### src/rtl/com_fw_to_dut_arb.sv
// Purpose : shares one DUT pin set between N_FW firmware channels, with a guarded ownership handover.
// Latency : fw_out -> dut_out 1 cycle (IOB flop); dut_in -> fw_in IN_SYNC_STAGES cycles; owner data lands GUARD_CYCLES+2 after the request edge.
// Backpress: none; requests are level-held, and the pins show safe defaults until the guard interval completes.
//
// Ports:
//   iob_clk, iob_rst_n      pin clock, async active-low reset
//   fw_dev_id_enable        one-hot owner request
//   fw_out / fw_in          per-channel pin bundles, channel c at [c*W +: W]
//   dut_out / dut_in        FPGA pins (output and input IOB flops)
//   sel_active, switch_busy current owner (one-hot) and guard indicator
//   sel_error, sel_error_clr sticky multi-hot request flag and its clear
//   switch_count            completed guard-to-active handovers, wrapping
module com_fw_to_dut_arb #(
    parameter int                     N_FW           = 4,
    parameter int                     N_OUT          = 10,
    parameter int                     N_IN           = 5,
    parameter logic [N_OUT-1:0]       OUT_DEFAULT    = 10'b0000010100,
    parameter logic [N_OUT-1:0]       FIXED_MASK     = 10'b0001100010,
    parameter logic [N_OUT*4-1:0]     FIXED_IDX      = 40'h0001100000,
    parameter int                     GUARD_CYCLES   = 16,
    parameter int                     IN_SYNC_STAGES = 2
) (
    input  logic                    iob_clk,
    input  logic                    iob_rst_n,
    input  logic [N_FW-1:0]         fw_dev_id_enable,
    input  logic [N_FW*N_OUT-1:0]   fw_out,
    output logic [N_FW*N_IN-1:0]    fw_in,
    output logic [N_OUT-1:0]        dut_out,
    input  logic [N_IN-1:0]         dut_in,
    output logic [N_FW-1:0]         sel_active,
    output logic                    switch_busy,
    output logic                    sel_error,
    input  logic                    sel_error_clr,
    output logic [15:0]             switch_count
);

    localparam logic [1:0] ST_IDLE   = 2'd0;
    localparam logic [1:0] ST_GUARD  = 2'd1;
    localparam logic [1:0] ST_ACTIVE = 2'd2;

    localparam int            GW     = (GUARD_CYCLES > 1) ? $clog2(GUARD_CYCLES) : 1;
    localparam logic [GW-1:0] RELOAD = GW'(GUARD_CYCLES - 1);

    logic [N_FW-1:0] en_q;
    logic [1:0]      state_q, state_d;
    logic [N_FW-1:0] owner_q, owner_d;
    logic [N_FW-1:0] pending_q, pending_d;
    logic [GW-1:0]   guard_cnt_q, guard_cnt_d;
    logic [15:0]     count_q, count_d;
    logic            err_q, err_d;
    logic [N_OUT-1:0] dut_out_q, dut_out_d;
    logic [N_IN-1:0]  sync_q [IN_SYNC_STAGES];

    logic en_zero, en_multi, en_valid, is_active;

    // Clearing the lowest set bit leaves something only when two or more bits are set.
    assign en_zero   = (en_q == '0);
    assign en_multi  = |(en_q & (en_q - N_FW'(1)));
    assign en_valid  = !en_zero && !en_multi;
    assign is_active = (state_q == ST_ACTIVE);

    always_comb begin
        state_d     = state_q;
        owner_d     = owner_q;
        pending_d   = pending_q;
        guard_cnt_d = guard_cnt_q;
        count_d     = count_q;
        case (state_q)
            ST_IDLE: begin
                if (en_valid) begin
                    state_d     = ST_GUARD;
                    pending_d   = en_q;
                    guard_cnt_d = RELOAD;
                end
            end
            ST_GUARD: begin
                if (!en_valid) begin
                    state_d = ST_IDLE;
                end else if (en_q != pending_q) begin
                    // A different channel mid-guard restarts the full guard for it.
                    pending_d   = en_q;
                    guard_cnt_d = RELOAD;
                end else if (guard_cnt_q == '0) begin
                    state_d = ST_ACTIVE;
                    owner_d = pending_q;
                    count_d = count_q + 16'd1;
                end else begin
                    guard_cnt_d = guard_cnt_q - GW'(1);
                end
            end
            ST_ACTIVE: begin
                if (en_q == owner_q) begin
                    state_d = ST_ACTIVE;
                end else if (en_valid) begin
                    state_d     = ST_GUARD;
                    pending_d   = en_q;
                    guard_cnt_d = RELOAD;
                end else begin
                    state_d = ST_IDLE;
                end
            end
            default: state_d = ST_IDLE;
        endcase
    end

    // Set has priority over clear so a simultaneous error is never lost.
    assign err_d = en_multi ? 1'b1 : (sel_error_clr ? 1'b0 : err_q);

    // Per-pin mux feeding the output IOB flop. Fixed pins ignore the FSM so
    // clocks keep running through every handover.
    for (genvar i = 0; i < N_OUT; i++) begin : g_pin
        logic own_bit;
        logic fix_bit;
        always_comb begin
            own_bit = 1'b0;
            fix_bit = 1'b0;
            for (int c = 0; c < N_FW; c++) begin
                own_bit = own_bit | (owner_q[c] & fw_out[c*N_OUT + i]);
                if (FIXED_IDX[i*4 +: 4] == 4'(c)) begin
                    fix_bit = fw_out[c*N_OUT + i];
                end
            end
        end
        assign dut_out_d[i] = FIXED_MASK[i] ? fix_bit
                            : (is_active ? own_bit : OUT_DEFAULT[i]);
    end

    for (genvar c = 0; c < N_FW; c++) begin : g_fw_in
        assign fw_in[c*N_IN +: N_IN] = (is_active && owner_q[c]) ? sync_q[IN_SYNC_STAGES-1] : '0;
    end

    always_ff @(posedge iob_clk or negedge iob_rst_n) begin
        if (!iob_rst_n) begin
            en_q        <= '0;
            state_q     <= ST_IDLE;
            owner_q     <= '0;
            pending_q   <= '0;
            guard_cnt_q <= '0;
            count_q     <= '0;
            err_q       <= 1'b0;
            dut_out_q   <= OUT_DEFAULT;
            for (int s = 0; s < IN_SYNC_STAGES; s++) begin
                sync_q[s] <= '0;
            end
        end else begin
            en_q        <= fw_dev_id_enable;
            state_q     <= state_d;
            owner_q     <= owner_d;
            pending_q   <= pending_d;
            guard_cnt_q <= guard_cnt_d;
            count_q     <= count_d;
            err_q       <= err_d;
            dut_out_q   <= dut_out_d;
            sync_q[0]   <= dut_in;
            for (int s = 1; s < IN_SYNC_STAGES; s++) begin
                sync_q[s] <= sync_q[s-1];
            end
        end
    end

    assign dut_out      = dut_out_q;
    assign sel_active   = is_active ? owner_q : '0;
    assign switch_busy  = (state_q == ST_GUARD);
    assign sel_error    = err_q;
    assign switch_count = count_q;

endmodule

### config.mk
export PLATFORM = sky130hd
export DESIGN_NAME = com_fw_to_dut_arb
export DESIGN_NICKNAME = d
export VERILOG_FILES = /design/src/rtl/com_fw_to_dut_arb.sv
export SDC_FILE = /design/constraint.sdc
export NUM_CORES = 1
export LEC_CHECK = 0
export CORE_MARGIN = 1.5
export CORE_UTILIZATION = 55
export CTS_BUF_LIST = sky130_fd_sc_hd__clkbuf_4 sky130_fd_sc_hd__clkbuf_8
export CTS_CLUSTER_SIZE = 25
export DETAILED_ROUTE_END_ITERATION = 12
export DONT_BUFFER_PORTS = 1
export GPL_TIMING_DRIVEN = 0
export PLACE_DENSITY_LB_ADDON = 0.3
export SYNTH_ARGS = -nofsm -noshare
export SYNTH_HDL_FRONTEND = slang
export SYNTH_SLANG_ARGS = --single-unit
### constraint.sdc
create_clock -name iob_clk -period 4.4 [get_ports iob_clk]
set_clock_uncertainty 0.1 [all_clocks]
set_input_delay 0.22 -clock iob_clk [delete_from_list [all_inputs] [get_ports iob_clk]]
set_output_delay 0.22 -clock iob_clk [all_outputs]
set_load 0.02 [all_outputs]
==> qor.txt, run 1 <==
Status - complete, no violations
Number of nets in the final layout - 292
Die outline area - 4950 um^2
Wirelength, routed - 5430 um
Setup-failing EPs final - 0
Largest voltage drop on the vdd net - 0.225 mV
Final Critical Period - 2.36 ns
Largest net degree at the start of global routing - 56
Distinct cell type count after synthesis - 36
Residual DRC count - 0
DR WL met2 - 2890 um
Fraction of final layout cells with drive strength greater than 1 - 13.8%
Period utilization - 53.5%
Smallest hold slack - 0.0186 ns
Max transition margin - 60.0%
Reg2reg path depth - 5
Clock Tree Buf Depth - 2
TritonCTS buffer count - 5
CP max FO - 10
Via density per instance - 6.18
Startpoint kind of the worst setup timing path - register
Most used flip-flop cell after synthesis - dfrtp_1
Netlist area before placement - 2500 um^2
Die X-Extent - 70.4 um
Setup TNS - 0 ns
Site Rows - 24
Data required time of the worst path - 4.55 ns
Starting Density - 57.4%
Routed WL per cell - 18.7 um
Resized Gates After CTS - 0
Fmax achieved - 425 MHz
Starting DRC count in detailed routing - 105
Standby leakage power - 0.00131 uW
Number of flops mapped to enable cells by yosys - 0
Global-route wire length before repair - 8810 um
Hold Path Stages - 2
Overflow left after global routing - 0
Cell taking the most area after synthesis - dfrtp_1
Count of buffers from port buffering - 0
Routed wire length on met3 - 339 um
Cell type of the slowest stage on the worst timing path - dlygate4sd3_1
TritonCTS clock tree - built
Share of synthesized area occupied by flip-flops and latches - 55.2%
RePlAce Congestion - 0.769
Setup repair bufs after CTS - 0
Arrival time of the worst setup path - 2.51 ns
Setup repair after global routing missed its margin - no
Number of iterations in the first detailed-routing pass - 4
Cell with the most instances on the worst path - dlygate4sd3_1
Cells taking the most area after synthesis - dfrtp_1 (53%), and3_1 (5.5%), a22oi_1 (4.5%), xnor2_1 (4.2%), xor2_1 (4.2%)
Clock root buffer - clkbuf_8
Vias in the first global route - 1868
Yosys synthesis warning count - 0
Final Hold Viols - 0
Max-cap violations - 0
Die outline height - 70.4 um
Clock transition at the registers of the reported paths - 0.09 ns
Avg Synthesized Cell Area - 11.9 um^2
Final HPWL DP - 3830 um
Area grow syn2layout - 15.4%
Actual transition at the worst max-transition pin - 0.599 ns
Global routing usage summed across all routing layers - 23.0%
Proportion of netlist area held by the largest area contributor - 53.1%
Syn Inst Count - 210
Top Metal Used - met4
Power density relative to cell area - 311 nW/um^2
Inserted Diodes - 0
Top-count cell post-synth - dfrtp_1
Number of vias in the routed layout - 1798
Core area - 4350 um^2
CP Cell Sequence - clkbuf_1 -> a22oi_1 -> dlygate4sd3_1 -> nand3_1 -> dlygate4sd3_1
Post-synthesis net count - 264
Path class of the lowest-slack min-delay path - input port to register
Setup crit end kind - register
Number of clock sinks - 55
Number of antenna violations at the first check in global routing - 0
Async S/R FF share, synth - 100%
Classification of the worst setup path - register to register
Ports placed on the boundary - 104
Worst skew pair latency - 0.32 ns
Synth Register Bits - 55
Max Slew Vio Count - 0
Slowest cell delay on critical path - 0.60 ns
Most used standard cells in the synthesized netlist - dfrtp_1 (53), and3_1 (22), a22oi_1 (15)
Number of nets with antenna violations after routing - 0
Htree depth - 2
M1 wire length - 2060 um
## area by class of cell
class | instances | area, um^2
Buffer | 12 | 67.6
Clock buffer | 5 | 68.8
Sequential cell | 55 | 1380
Multi-Input combinational cell | 137 | 1030
Timing Repair Buffer | 21 | 228
Fill cell | 350 | 1470
Tap cell | 52 | 65.1
Clock inverter | 3 | 22.5
Inverter | 6 | 22.5
## critical path: cells and delay by family, from the launching register on
family / cells / cell delay, ns
simple gates: 1 / 0.09
buf+inv: 3 / 1.50
compound gates: 1 / 0.15
flops: 1 / 0.47
## sequential cells by signal, summed over array words and instances (netlist names)
signal        count
owner_q           4
dut_out          10
pending_q         4
state_q           2
sel_error         1
en_q              4
sync_q           10
switch_count     16
guard_cnt_q       4
## path summary, 6_finish.rpt
| path | from | end | slack, ns |
|---|---|---|---|
| max | owner_q[1] | dut_out[2] | 2.04 |
| min | fw_out[33] | dut_out[3] | 0.02 |
| max reg2reg | owner_q[1] | dut_out[2] | 2.04 |
| min reg2reg | sync_q[7] | sync_q[2] | 0.26 |
| max in group asynchronous | iob_rst_n | dut_out[2] | 3.59 |
| min in group asynchronous | iob_rst_n | sel_error | 0.30 |
## through the flow
stage / instances / total power, uW / cell area [um^2] / util, % / setup slack, ns
3_3_place_gp: 262 / 591 / 2560 / 58.9 / 2.39
2_1_floorplan: 210 / 584 / 2500 / - / 2.52
4_1_cts: 291 / 900 / 2880 / 66.2 / 2.11
5_1_grt: 291 / 930 / 2880 / 66.2 / 1.95
6_report: 291 / 896 / 2880 / 66.2 / 2.04
3_5_place_dp: 262 / 595 / 2560 / 58.9 / 2.22
## report_power, final
part | internal (uW) | total (uW) | switching, uW
clock | 115 | 288 | 172
combinational | 33.9 | 68.3 | 34.4
sequential | 524 | 540 | 16.7
## logic make-up (layout without fill, tap and decap cells)
kind of cell	Yosys count	count (layout)	synth area share (%)
xor+xnor	24	24	8.42
buf+inv	18	47	3.61
fa+ha+maj	3	3	1.40
simple gates	71	71	18.0
mux	10	10	4.46
compound gates	29	29	8.87
flops	55	55	55.2
## metal layers
metal	track usage (%)	vias to the layer above
met5	0	-
li1	-	798
met2	40.4	84
met4	9.19	0
met3	6.93	14
met1	26.0	902
## what timing repair did
action | 4_1_cts | 5_1_grt
setup endpoints to repair | 0 | 0
endpoints found under the hold margin | 70 | 0
hold buffers | 21 | 0
## placed cells by master (no fill, tap or decap), drive strengths merged
cell / instances
a22o: 2
mux2i: 1
nand3: 10
nor4b: 2
a21o: 3
clkinv: 1
inv: 8
maj3: 1
nor3b: 3
a211oi: 2
o22ai: 1
mux2: 9
nand4: 7
and4: 1
buf: 7
dfstp: 2
dfrtp: 53
ha: 2
xnor2: 12
dlygate4sd3: 20
nor2: 4
and4b: 1
nand2: 5
a21oi: 5
nor3: 3
a22oi: 15
clkbuf: 11
and3: 22
nor2b: 4
nor4: 2
and2: 5
nand2b: 2
o21ai: 1
xor2: 12
Note: power is estimated with default switching activity, not from simulation.
==> run 2, diff against run 1 <==
Settings changed: ABC_AREA set to 1.
Clock period 4.4 ns to 2.3 ns, I/O delays scaled along.
==> run 2 against run 1 <==
  * Clock power is 120% higher
  * Core utilization is 3.1 points higher
  * Global-route usage is 0.56 points lower
  * Non-clock buffer count is 4 higher
  * Count of clock-buffer cells in the layout stayed put
  * Critical path depth is 1 higher
  * Sequential share of layout area is 6.3 points lower
  * Routed wire length is 12% higher
  * Die area is 11% higher
  * Power is 120% higher
  * Combinational power grew to 3.6 times the previous value
  * Worst hold slack better by 0.20 ns
  * Critical path type is now register to output pin
  * Largest cell class unchanged
  * Largest power group unchanged
==> qor.txt, run 2 <==
Status - complete, no violations
Standby leakage power - 0.00165 uW (+26%)
Post-route non-filler standard cell count - 458 (+57%)
Number of iterations in the first detailed-routing pass - 4 (unchanged)
Clock root buffer - clkbuf_8
Period utilization - 97.5%
Site Rows - 25 (+4.2%)
Overflow left after global routing - 0 (unchanged)
Cell taking the most area after synthesis - dfrtp_1
CP max FO - 10 (unchanged)
Ports placed on the boundary - 104 (unchanged)
Core area - 4790 um^2 (+9.9%)
Yosys synthesis warning count - 0 (unchanged)
TritonCTS buffer count - 5 (unchanged)
Setup crit end kind - output pin
Placed cell count - 421 (+61%)
Number of nets with antenna violations after routing - 0 (unchanged)
Number of filler cells placed in the layout - 381 (+8.9%)
Top-count cell post-synth - nand2_1
Async S/R FF share, synth - 100% (unchanged)
Final Critical Period - 2.24 ns
Arrival time of the worst setup path - 2.03 ns (-0.48 ns)
Die outline area - 5490 um^2 (+11%)
TritonCTS clock tree - built
Power density relative to cell area - 590 nW/um^2 (+90%)
Via density per instance - 5.18 (-16%)
Classification of the worst setup path - register to output pin
Die outline height - 74.1 um (+5.3%)
Syn Inst Count - 354 (+69%)
Proportion of netlist area held by the largest area contributor - 47.7% (-5.4 points)
Largest voltage drop on the vdd net - 0.424 mV (+89%)
Most used standard cells in the synthesized netlist - nand2_1 (138), dfrtp_1 (53), nor2_1 (47)
Setup-failing EPs final - 0 (unchanged)
Residual DRC count - 0 (unchanged)
Max-cap violations - 0 (unchanged)
Count of buffers from port buffering - 0 (unchanged)
Most frequent standard cell in the layout excluding fill and tap cells - nand2_1
Die X-Extent - 74.1 um (+5.3%)
Number of antenna violations at the first check in global routing - 0 (unchanged)
Post-synthesis net count - 408 (+55%)
Starting Density - 58.1% (+0.74 points)
Netlist area before placement - 2780 um^2 (+11%)
Path class of the lowest-slack min-delay path - input port to async pin
Commonest cells after routing, fill and taps aside - nand2_1 (138), dfrtp_1 (53), nor2_1 (38)
Fraction of final layout cells with drive strength greater than 1 - 11.0% (-2.8 points)
Inserted Diodes - 0 (unchanged)
Setup repair bufs after CTS - 0 (unchanged)
Clock transition at the registers of the reported paths - 0.10 ns (about the same)
Distinct cell type count after synthesis - 26 (-28%)
Power Total - 1960 uW (+120%)
Global routing usage summed across all routing layers - 22.4% (-0.56 points)
Area grow syn2layout - 19.3%
Synth Register Bits - 55 (unchanged)
Actual transition at the worst max-transition pin - 0.552 ns (-0.0478 ns)
Avg Synthesized Cell Area - 7.85 um^2 (-34%)
Data required time of the worst path - 2.09 ns (-2.46 ns)
RePlAce Congestion - 0.824 (+7.1%)
Cell type of the slowest stage on the worst timing path - dfrtp_1
Routed WL per cell - 13.3 um (-29%)
Number of nets in the final layout - 444 (+52%)
Buffers & Inverters on Critical Path - 3 (unchanged)
Number of flops mapped to enable cells by yosys - 0 (unchanged)
Max transition margin - 63.2% (+3.3 points)
Global-route wire length before repair - 9460 um (+7.4%)
Cells taking the most area after synthesis - dfrtp_1 (48%), nand2_1 (19%), nor2_1 (6.3%), inv_1 (4.5%), nand3_1 (4.1%)
Flip-flop count of the largest register after layout - 16 (unchanged)
Final Hold Viols - 0 (unchanged)
Number of vias in the routed layout - 2373 (+32%)
Worst skew pair latency - 0.30 ns (-0.02 ns)
Most used flip-flop cell after synthesis - dfrtp_1
Slowest cell delay on critical path - 0.41 ns (-0.19 ns)
Share of synthesized area occupied by flip-flops and latches - 49.6% (-5.6 points)
Fmax achieved - 446 MHz
Startpoint kind of the worst setup timing path - register
Max Slew Vio Count - 0 (unchanged)
Largest net degree at the start of global routing - 56 (unchanged)
Number of clock sinks - 55 (unchanged)
Final HPWL DP - 3980 um (+3.9%)
Starting DRC count in detailed routing - 144 (+37%)
Setup repair after global routing missed its margin - yes
Dominant delay contributor by cell family on the critical path - simple AND/OR/NAND/NOR gates
Clock Tree Buf Depth - 2 (unchanged)
Htree depth - 2 (unchanged)
Vias in the first global route - 2173 (+16%)
Wirelength, routed - 6100 um (+12%)
CP Cell Sequence - nor2_1 -> inv_1 -> clkbuf_1 -> nor2_2 -> inv_1 -> nor2_2
run 2: per-layer routing:
metal	global-route usage [%]	up-vias	wire [um]
met5	0	-	0
met4	5.14	0	39
met3	5.56	5	469
met2	40.0	97	2910
met1	27.4	1111	2680
li1	-	1160	-
run 2: path summary, 6_finish.rpt:
| check | from | endpoint | slack [ns] | cells past startpoint |
|---|---|---|---|---|
| hold reg to reg | sync_q[6] | sync_q[1] | 0.26 | 0 |
| hold / removal | iob_rst_n | sync_q[0] | 0.22 | 2 |
| setup / recovery | state_q[0] | fw_in[13] | 0.06 | 6 |
| min in group iob_clk | sync_q[6] | sync_q[1] | 0.26 | 0 |
| setup reg to reg | switch_count[0] | switch_count[14] | 0.31 | 8 |
| max in group asynchronous | iob_rst_n | dut_out[2] | 1.58 | 2 |
run 2: layout make-up:
cell class	instances	area, um^2	share of cell area, %
tap	67	83.8	2.53
timing repair buffer	29	308	9.28
clock inverter	3	47.5	1.43
sequential	55	1380	41.6
multi-input combinational	254	1230	37.1
clock buffer	5	68.8	2.08
inverter	37	139	4.19
buffer	8	61.3	1.85
run 2: cell families after synthesis:
family	count (synthesis)	share of synthesized area, %
adders and majority gates	2	0.900
AOI/OAI and AO/OA	13	3.56
DFF	55	49.6
buffers and inverters	45	7.20
and+or+nand+nor	223	33.7
xor gates and xnor gates	16	5.04
run 2: through the flow:
| stage | util [%] | hold slack [ns] | TNS, ns | instance area (um^2) | worst slack, ns |
|---|---|---|---|---|---|
| after floorplan | - | -0.281 | 0 | 2780 | 0.551 |
| final | 69.3 | 0.218 | 0 | 3320 | 0.0586 |
| after global routing | 69.3 | 0.244 | -0.450 | 3320 | -0.0662 |
| after detailed placement | 59.8 | -0.279 | 0 | 2860 | 0.182 |
| after global placement | 59.8 | -0.279 | 0 | 2860 | 0.185 |
| after CTS | 68.8 | 0.216 | 0 | 3290 | 0.00285 |
run 2: repair_timing:
| action | in CTS | in global routing |
|---|---|---|
| resized for setup | 2 | 8 |
| hold buffers | 29 | 0 |
| setup endpoints to repair | 10 | 10 |
| hold endpoints to repair | 75 | 0 |
run 2: power by group:
part           leakage, uW  switching [uW]  total, uW  internal [uW]
logic             0.000893             151        243           92.4
clock network    0.0000587             316        646            330
registers         0.000697            49.2       1070           1020
total              0.00165             516       1960           1440
==> run 3, diff against run 2 <==
Settings changed: RECOVER_POWER set to 25.
==> run 3 against run 2 <==
  * Core utilization down 0.47 points
  * Critical path depth unchanged
  * Flip-flop and latch count did not move
  * Final cell count is the same
  * Critical endpoint unchanged
  * Largest cell class unchanged
==> qor.txt, run 3 (synthesized netlist as in run 2, its figures left out) <==
Placed cell count - 421 (unchanged)
Number of nets in the final layout - 444 (unchanged)
Setup-failing EPs final - 0 (unchanged)
Post-route non-filler standard cell count - 458 (unchanged)
Share of total power in combinational logic - 12.2% (-0.2 points)
Max Slew Vio Count - 0 (unchanged)
Clock Tree Buf Depth - 2 (unchanged)
Max-cap violations - 0 (unchanged)
Period utilization - 97.1% (-0.40 points)
Number of nets with antenna violations after routing - 0 (unchanged)
Residual DRC count - 0 (unchanged)
Commonest cells after routing, fill and taps aside - nand2_1 (138), dfrtp_1 (53), nor2_1 (38)
Die X-Extent - 74.1 um (unchanged)
Die outline area - 5490 um^2 (unchanged)
Share of power burned in registers - 54.7% (about the same)
Classification of the worst setup path - register to output pin
TritonCTS clock tree - built
Routed WL per cell - 13.3 um (-0.39%)
Global-route wire length before repair - 9460 um (unchanged)
Area grow syn2layout - 18.5%
Fmax achieved - 448 MHz (+0.41%)
Actual transition at the worst max-transition pin - 1.32 ns (+0.767 ns)
Arrival time of the worst setup path - 2.02 ns (about the same)
CP max FO - 10 (unchanged)
Path class of the lowest-slack min-delay path - register to register
Number of filler cells placed in the layout - 384 (+0.79%)
Clock transition at the registers of the reported paths - 0.10 ns (about the same)
Fraction of final layout cells with drive strength greater than 1 - 11.0% (unchanged)
Internal power contribution - 1440 uW (-0.30%)
Startpoint kind of the worst setup timing path - register
Global routing usage summed across all routing layers - 22.4% (unchanged)
Starting Density - 58.1% (unchanged)
Wirelength, routed - 6070 um (-0.39%)
Final HPWL DP - 3980 um (unchanged)
Cell type of the slowest stage on the worst timing path - dfrtp_1
Setup repair after global routing missed its margin - yes
Site Rows - 25 (unchanged)
Number of vias in the routed layout - 2362 (-0.46%)
Placement Cell Area - 2860 um^2 (unchanged)
Data required time of the worst path - 2.09 ns (about the same)
Via density per instance - 5.16 (-0.46%)
Number of antenna violations at the first check in global routing - 0 (unchanged)
Clock root buffer - clkbuf_8
Ports placed on the boundary - 104 (unchanged)
Largest voltage drop on the vdd net - 0.424 mV (about the same)
Vias in the first global route - 2173 (unchanged)
Final Critical Period - 2.23 ns (-0.00916 ns)
Overflow left after global routing - 0 (unchanged)
Die outline height - 74.1 um (unchanged)
FF/Latch Area - 1380 um^2 (unchanged)
Count of buffers from port buffering - 0 (unchanged)
Slowest cell delay on critical path - 0.41 ns (about the same)
Final Hold Viols - 0 (unchanged)
Worst skew pair latency - 0.30 ns (about the same)
Setup crit end kind - output pin
Standby leakage power - 0.00164 uW (-0.52%)
Switching portion of total power - 26.4% (+0.034 points)
Area taken by multi-input logic gates - 1230 um^2 (unchanged)
Starting DRC count in detailed routing - 141 (-2.1%)
Number of clock sinks - 55 (unchanged)
Status - complete, no violations
Power density relative to cell area - 593 nW/um^2 (+0.43%)
Dominant delay contributor by cell family on the critical path - simple AND/OR/NAND/NOR gates
Inserted Diodes - 0 (unchanged)
Final cell area excluding filler cells - 3290 um^2 (-0.68%)
Setup repair bufs after CTS - 0 (unchanged)
RePlAce Congestion - 0.824 (unchanged)
Flip-flop count of the largest register after layout - 16 (unchanged)
Largest net degree at the start of global routing - 56 (unchanged)
Max transition margin - 12.1% (-51 points)
Fraction of power consumed by the clock network - 33.1% (about the same)
Most frequent standard cell in the layout excluding fill and tap cells - nand2_1
Htree depth - 2 (unchanged)
Power Total - 1950 uW (-0.25%)
Number of iterations in the first detailed-routing pass - 4 (unchanged)
TritonCTS buffer count - 5 (unchanged)
CP Cell Sequence - nor2_1 -> inv_1 -> clkbuf_1 -> nor2_2 -> inv_1 -> nor2_2
Buffers & Inverters on Critical Path - 3 (unchanged)
Switching power - 515 uW (-0.12%)
Core area - 4790 um^2 (unchanged)
## run 3: cell types whose count changed in the layout (fill, tap and decap cells not counted), sizes merged
| cell | previous run | this run |
|---|---|---|
| clkbuf | 6 | 7 |
| buf | 8 | 7 |
## run 3: routing by layer
layer	part of all wire (%)	track usage, %	vias to the layer above
met5	0	0	-
met4	0.64	5.14	0
met3	7.6	5.56	5
met2	48	40.0	90
met1	44	27.4	1109
li1	-	-	1158
## run 3: path summary, 6_finish.rpt
kind	startpoint	slack [ns]	endpoint	cells after the start
min in group asynchronous	iob_rst_n	0.54	sync_q[0]	2
setup reg to reg	switch_count[0]	0.31	switch_count[14]	8
hold reg to reg	sync_q[6]	0.26	sync_q[1]	0
setup / recovery	state_q[0]	0.07	fw_in[13]	6
hold / removal	sync_q[6]	0.26	sync_q[1]	0
max in group asynchronous	iob_rst_n	0.76	owner_q[1]	2
## run 3: cell type report
| type | instances | share of cell area, % |
|---|---|---|
| Tap cell | 67 | 2.55 |
| Timing Repair Buffer | 29 | 8.66 |
| Inverter | 37 | 4.22 |
| Multi-Input combinational cell | 254 | 37.3 |
| Clock buffer | 5 | 2.09 |
| Buffer | 8 | 1.86 |
| Sequential cell | 55 | 41.9 |
| Clock inverter | 3 | 1.44 |
## run 3: metrics by stage
stage / setup slack [ns] / hold WS (ns) / setup TNS (ns) / utilization (%)
after detailed placement: 0.182 / -0.279 / 0 / 59.8
after global routing: -0.0662 / 0.244 / -0.450 / 68.8
final: 0.0678 / 0.258 / 0 / 68.8
after CTS: 0.00285 / 0.216 / 0 / 68.8
after floorplan: 0.551 / -0.281 / 0 / -
after global placement: 0.185 / -0.279 / 0 / 59.8
## run 3: worst register-to-register path: cells and delay by family, from the launching register on
kind / cells / cell delay [ns]
xor+xnor: 1 / 0.18
fa+ha+maj: 1 / 0.26
buf+inv: 1 / 0.05
flops: 1 / 0.55
simple gates: 5 / 0.80
## run 3: repair_timing
item                                    in CTS  in global routing
resized for setup                            2                  8
hold endpoints to repair                    75                  0
endpoints found under the setup margin      10                 10
hold buffers                                29                  0
## run 3: power groups by stage
stage | Sequential (uW) | Clock [uW] | Combinational [uW]
after global placement | 1080 | 0 | 184
after global routing | 1080 | 702 | 275
after detailed placement | 1090 | 0 | 190
after floorplan | 1070 | 0 | 164
final | 1070 | 647 | 238
after CTS | 1070 | 664 | 244
